**config.mk**
```make
export PLATFORM = sky130hd
export DESIGN_NAME = imem_port_arbiter
export DESIGN_NICKNAME = d
export VERILOG_FILES = /design/src/rtl/imem_port_arbiter.sv
export SDC_FILE = /design/constraint.sdc
export NUM_CORES = 1
export LEC_CHECK = 0
export ABC_AREA = 1
export CAP_MARGIN = 25
export CORE_AREA = 2 2 193 195
export CTS_BUF_LIST = sky130_fd_sc_hd__clkbuf_4 sky130_fd_sc_hd__clkbuf_8
export DETAILED_ROUTE_END_ITERATION = 16
export DIE_AREA = 0 0 195 197
export PLACE_DENSITY = 0.37
export SLEW_MARGIN = 20
export SYNTH_ARGS = -nofsm -noshare
export SYNTH_HDL_FRONTEND = slang
export SYNTH_SLANG_ARGS = --single-unit
```
**constraint.sdc**
```tcl
create_clock -name clk_i -period 3.1 [get_ports clk_i]
set_clock_uncertainty 0.15 [all_clocks]
set_input_delay 0.62 -clock clk_i [delete_from_list [all_inputs] [get_ports clk_i]]
set_output_delay 0.62 -clock clk_i [all_outputs]
set_load 0.1 [all_outputs]
```
**src/rtl/imem_port_arbiter.sv**
```systemverilog
`default_nettype none
// ============================================================================
// Module   : imem_port_arbiter
// Brief    : Fetch/data arbiter for one shared fixed-latency memory port.
//            Data has priority, with a starvation guard for fetch.
// Revision : 1.0
// ============================================================================
module imem_port_arbiter #(
   parameter int unsigned MEM_LAT    = 2,
   parameter int unsigned STARVE_MAX = 4
) (
   input  logic        clk_i,
   input  logic        rst_ni,
   input  logic        f_req_i,
   input  logic [63:0] f_addr_i,
   input  logic        f_flush_i,
   output logic        f_gnt_o,
   output logic        f_valid_o,
   output logic [31:0] f_rdata_o,
   input  logic        d_req_i,
   input  logic        d_we_i,
   input  logic [63:0] d_addr_i,
   input  logic [63:0] d_wdata_i,
   output logic        d_gnt_o,
   output logic        d_valid_o,
   output logic [63:0] d_rdata_o,
   output logic        mem_en_o,
   output logic        mem_we_o,
   output logic [63:0] mem_addr_o,
   output logic [63:0] mem_wdata_o,
   input  logic [63:0] mem_rdata_i
);

   typedef enum logic [1:0] {
      IDLE   = 2'd0,
      F_BUSY = 2'd1,
      D_BUSY = 2'd2
   } state_e;

   localparam logic [2:0] LAT_INIT   = 3'(MEM_LAT - 1);
   localparam logic [3:0] STARVE_LIM = 4'(STARVE_MAX);

   state_e     state_q, state_d;
   logic [2:0] lat_q, lat_d;
   logic [3:0] starve_q, starve_d;
   logic       kill_q, kill_d;
   logic       hi_q, hi_d;
   logic       load_q, load_d;

   logic       idle;
   logic       fetch_win;
   logic       data_win;
   logic       f_done;
   logic       d_done;

   // Grants are combinational; gating with rst_ni keeps them low during reset.
   always_comb begin
      idle      = rst_ni && (state_q == IDLE);
      fetch_win = idle && f_req_i && (!d_req_i || (starve_q == STARVE_LIM));
      data_win  = idle && d_req_i && !fetch_win;
      f_done    = (state_q == F_BUSY) && (lat_q == 3'd0);
      d_done    = (state_q == D_BUSY) && (lat_q == 3'd0);
   end

   always_comb begin
      state_d  = state_q;
      lat_d    = lat_q;
      starve_d = starve_q;
      kill_d   = kill_q;
      hi_d     = hi_q;
      load_d   = load_q;

      case (state_q)
         IDLE: begin
            if (fetch_win) begin
               state_d = F_BUSY;
               lat_d   = LAT_INIT;
               hi_d    = f_addr_i[2];
               kill_d  = f_flush_i;
            end else if (data_win) begin
               state_d = D_BUSY;
               lat_d   = LAT_INIT;
               load_d  = !d_we_i;
            end
         end
         F_BUSY: begin
            if (f_flush_i) kill_d = 1'b1;
            if (lat_q == 3'd0) begin
               state_d = IDLE;
               kill_d  = 1'b0;
            end else begin
               lat_d = lat_q - 3'd1;
            end
         end
         D_BUSY: begin
            if (lat_q == 3'd0) state_d = IDLE;
            else               lat_d   = lat_q - 3'd1;
         end
         default: state_d = IDLE;
      endcase

      if (!f_req_i || fetch_win)
         starve_d = 4'd0;
      else if (data_win && (starve_q != STARVE_LIM))
         starve_d = starve_q + 4'd1;
   end

   always_ff @(posedge clk_i or negedge rst_ni) begin
      if (!rst_ni) begin
         state_q  <= IDLE;
         lat_q    <= 3'd0;
         starve_q <= 4'd0;
         kill_q   <= 1'b0;
         hi_q     <= 1'b0;
         load_q   <= 1'b0;
      end else begin
         state_q  <= state_d;
         lat_q    <= lat_d;
         starve_q <= starve_d;
         kill_q   <= kill_d;
         hi_q     <= hi_d;
         load_q   <= load_d;
      end
   end

   // A flush arriving in the completion cycle itself also suppresses the result.
   always_comb begin
      f_gnt_o     = fetch_win;
      d_gnt_o     = data_win;
      mem_en_o    = fetch_win || data_win;
      mem_we_o    = data_win && d_we_i;
      mem_addr_o  = fetch_win ? f_addr_i : (data_win ? d_addr_i : 64'd0);
      mem_wdata_o = data_win ? d_wdata_i : 64'd0;
      f_valid_o   = f_done && !kill_q && !f_flush_i;
      f_rdata_o   = f_valid_o ? (hi_q ? mem_rdata_i[63:32] : mem_rdata_i[31:0]) : 32'd0;
      d_valid_o   = d_done;
      d_rdata_o   = (d_done && load_q) ? mem_rdata_i : 64'd0;
   end

endmodule
`default_nettype wire

```
### Word-level counts from Yosys, hierarchy flattened

Index checks and enable logic that the tools add are counted.

* bits in registers: 12
* bits of input ports: 262
* output and inout port bits: 230

* add/sub/neg operators: 2
* equal/unequal tests: 9
* muxes and demuxes: 20
* bitwise logic cells: 1
* reductions and logical operators: 32

Operators by type and width (number)
* $mux 64: 4
* $mux 32: 2
* $logic_and 1x1->1: 12
* $mux 3: 3
* $reduce_and 3->1: 3
* $mux 4: 2
* $logic_not 1->1: 6
* $mux 2: 3
* $pmux 3 s2: 1
* $reduce_bool 2->1: 3
* $add 4x1->4 const B: 1
* $eq 4x3->1 const B: 1
* $ne 2x2->1 const B: 2
* $ne 4x3->1 const B: 1
* $pmux 2 s2: 1
* $reduce_and 2->1: 2
* $logic_not 3->1: 1
* $logic_or 1x1->1: 3
* $mux 1: 3
* $ne 3x2->1 const B: 1
* $ne 3x3->1 const B: 1
* $sub 3x1->3 const B: 1
* $eq 2x1->1 const B: 1
* $eq 2x2->1 const B: 1
* other kinds (5): 5

### Logic depth before layout (Yosys ltp)

* depth in word-level cells: 9
* mapped depth: 12
* mapped depth without buffers: 10

### Worst setup path after synthesis

Ideal clock, no wire load.

* path kind: reg-to-output
* start: register lat_q[0]
* end: output d_rdata_o[0]
* data arrival time: 3.949 ns
* required time: 2.330 ns
* setup slack: -1.619 ns
* cell stages (with the launch flop): 8
* path buffers: 1
* cells stage by stage: dfrtp_1 inv_1 ha_1 nand2_1 nor2_1 nand2_1 buf_2 nor2_1

* cells in the longest elaborated chain, start to end: 4

Ends and longest elaborated chain
* start, declared: line 44 `logic [2:0] lat_q, lat_d;`
* start signal, assigned: line 118 `lat_q <= lat_d;`
* $logic_not 3->1: line 62 `d_done = (state_q == D_BUSY) && (lat_q == 3'd0);`
* $logic_and 1x1->1: line 62
* named net d_valid_o: line 25 `output logic d_valid_o,`
* $logic_and 1x1->1: line 137 `d_rdata_o = (d_done && load_q) ? mem_rdata_i : 64'd0;`
* $mux 64: line 137
* end, declared: line 26 `output logic [63:0] d_rdata_o,`

The timed path passes the listed nets, and every way through them passes these cells.

### Worst setup path after layout

* start: input rst_ni
* end: output mem_wdata_o[50]

* cells in the longest elaborated chain, start to end: 6

Ends and longest elaborated chain
* start, declared: line 13 `input logic rst_ni,`
* $logic_and 1x1->1 (*): line 58 `idle = rst_ni && (state_q == IDLE);`
* $logic_and 1x1->1 (2 in a row): line 59 `fetch_win = idle && f_req_i && (!d_req_i || (starve_q == STARVE_LIM));`
* $logic_not 1->1: line 60 `data_win = idle && d_req_i && !fetch_win;`
* $logic_and 1x1->1 (*): line 60
* $mux 64 (*): line 133 `mem_wdata_o = data_win ? d_wdata_i : 64'd0;`
* end, declared: line 30 `output logic [63:0] mem_wdata_o,`

Mark *: on every way between the ends. The rest lies on a longest branch, timed or not.

==> results.yml <==
outcome:
  outcome: "finished clean"
cts:
  path_clk_slew_ps: 50
  clock_latency_ps: 240
  cts_buffer_depth: 2
  hold_buffers: 0
  cts_tree: "done"
  htree_levels: 1
  clock-root-buffer: "clkbuf_8"
  numCtsBuffers: 3
  post_cts_resized: 0
  post_cts_buffers: 0
  cts.sinks: 12
sta:
  setup_viol: 0
  max_freq_ghz: 0.3337
  min_period_ps: 2997
  finalWorstSetupSlack_ps: 102.9
  tightestPinTransition_ps: 508.5
  min_period_over_period_pct: 96.68
  slew_headroom_pct: 65.98
  rsz0062_at_grt: "false"
  hold_viol: 0
  finalMaxSlewViolations: 0
power_and_ir_drop:
  power.density_nw_per_um2: 541.1
  peakVddDrop_mv: 0.2251
  p_leak_uw: 0.005302
finish:
  finalInstanceArea_sq_um: 11790
  final_util_pct: 32.52
  drive_above_1_share_pct: 34.49
  n_fill_cell: 3845
  mostFrequentLayoutCells: "clkdlybuf4s50_1 (261), buf_12 (242), nand2_1 (226), inv_1 (145), nor2_1 (71)"
  nNetsFinal: 1453
  layout_commonest_cell: "clkdlybuf4s50_1"
  diodes: 0
  area_growth_pct: 282.0
logic_synthesis:
  syn-instance-count: 686
  ys_seq_area_share_pct: 9.728
  synth_top_family_by_area: "simple AND/OR/NAND/NOR gates"
  ys_types: 21
  synth_compound_area_share_pct: 6.648
  synthXorXnorAreaFrac_pct: 0.5675
  synthAdderAreaFrac_pct: 2.837
  synth_mux_area_share_pct: 0
  synth.avg_cell_area_sq_um: 4.500
  syn_area_sq_um: 3087
  ys.warnings.count: 0
  syn_nets: 955
  yosys.area_share.simple_pct: 54.24
  ys_ff_latch: 12
setup_path:
  worstPathArrival_ps: 2230
  cp-start-kind: "input port"
  crit_family: "buffers and inverters"
  cpMaxStageDelayCell: "clkdlybuf4s50_1"
  endpoint_kind: "output pin"
  worstPathMaxFanout: 16
  path_common_cell: "buf_4"
  r2r_cells: 10
  cp_cell_sequence: "clkdlybuf4s50_1, nand2_2, inv_2, nand2_1, clkinv_1, nand2_4, buf_4, buf_4, nor2_1, buf_12"
  crit_required_ps: 2330
  r2r_start: "state_q[0]"
  cp_slowest_stage_delay_ps: 490
  regToRegSetupSlack_ps: 1250
  r2r-end: "load_q"
  path_buf_inv: 6
  worst-setup-path-type: "input port to output pin"
detailed_routing:
  dr.pass1.iters: 4
  drtIter0Drc: 143
  num_vias: 5671
  wire_per_inst_um: 15.20
  ant_nets: 0
  drc_errors: 0
  viasPerCell: 3.435
  finalWirelength_um: 25090
floorplanning:
  rows: 70
  coreArea_sq_um: 36260
  fp.dieH_um: 197
  die_w_um: 195
  dieArea_sq_um: 38420
  pin_count: 492
  start_util_pct: 8.513
hold_path:
  whs_endpoint: "kill_q"
  hp-class: "flip-flop to flip-flop"
  holdCritStartpoint: "kill_q"
  min_path_cells: 2
placement:
  dp_hpwl_um: 22780
  pre_cts_slack_ps: 67.76
  placed_cell_area_sq_um: 11730
  io_buffers: 491
  globalplace.congestion: 0.7992
global_routing:
  grt_max_degree: 41
  grt_use_total_pct: 12.36
  grt_pass1_vias: 6017
  grt_pass1_wl_um: 36400
  overflow: 0
  antenna_found_initial: 1
run:
  cap_viol_max_count: 0
==> sequential cells by signal, indices dropped and copies added, names as in the netlist <==
name / count
kill_q: 1
starve_q: 4
lat_q: 3
state_q: 2
load_q: 1
hi_q: 1
==> how the worst max path moves through the flow <==
stage                      end        from  cells past startpoint
2_1_floorplan  mem_wdata_o[33]  state_q[0]                     10
3_3_place_gp   mem_wdata_o[52]      rst_ni                     10
3_5_place_dp   mem_wdata_o[50]      rst_ni                     10
4_1_cts         mem_addr_o[38]      rst_ni                     10
5_1_grt         mem_addr_o[11]      rst_ni                     12
6_report       mem_wdata_o[50]      rst_ni                     10
==> synthesized netlist by cell type <==
cell	count	area share, %
nand2_1	229	28
nor2_1	195	24
inv_1	146	18
a21oi_1	33	5.4
buf_2	17	2.8
dfrtp_1	12	9.7
buf_6	9	3.3
nand3_1	8	1.3
o21ai_0	8	1.3
ha_1	7	2.8
clkbuf_1	5	0.61
buf_1	4	0.49
nand2_2	3	0.61
inv_2	2	0.24
nand4_1	2	0.41
buf_4	1	0.24
buf_8	1	0.49
clkinv_1	1	0.12
nor2_4	1	0.36
xnor2_1	1	0.28
xor2_1	1	0.28
==> power breakdown <==
part | switching (uW) | leakage (uW) | internal [uW]
registers | 84.7 | 0.000156 | 208
logic | 3850 | 0.00512 | 2060
clock network | 62.0 | 0.0000288 | 112
==> through the flow <==
| stage | hold WS (ps) | power (uW) | cells | TNS [ps] |
|---|---|---|---|---|
| detailed placement | 317.0 | 6272 | 1647 | 0 |
| global placement | 305.2 | 6278 | 1647 | 0 |
| global route | 368.1 | 6673 | 1651 | 0 |
| floorplan | 174.4 | 3870 | 686 | -8008 |
| finish | 328.7 | 6380 | 1651 | 0 |
| CTS | 331.4 | 6465 | 1651 | 0 |
==> logic make-up after synthesis <==
family | count (synthesis)
flops | 12
simple gates | 438
buf+inv | 186
xor+xnor | 2
compound gates | 41
fa+ha+maj | 7
==> per-layer routing <==
metal | wire, um | track usage (%) | up-vias
met2 | 13300 | 24.10 | 309
met5 | 13 | 0 | -
li1 | - | - | 2929
met1 | 9172 | 13.08 | 2418
met4 | 255 | 1.781 | 2
met3 | 2350 | 4.055 | 13
==> worst register-to-register path: cells and delay by family, from the launching register on <==
family	cells	cell delay [ps]
AO/OA/AOI/OAI	1	110
adder cells (fa/ha/maj)	1	230
buffers and inverters	5	590
flip-flops	1	370
AND/OR/NAND/NOR	3	270
==> cell type report <==
cell class / count / area, sq um / area share [%]
Timing Repair Buffer: 530 / 7664 / 64.99
Multi-Input combinational cell: 488 / 2626 / 22.27
Tap cell: 468 / 585.6 / 4.966
Inverter: 149 / 559.3 / 4.743
Sequential cell: 12 / 301.5 / 2.557
Clock buffer: 4 / 55.05 / 0.4669
Note: power is estimated with default switching activity, not from simulation.
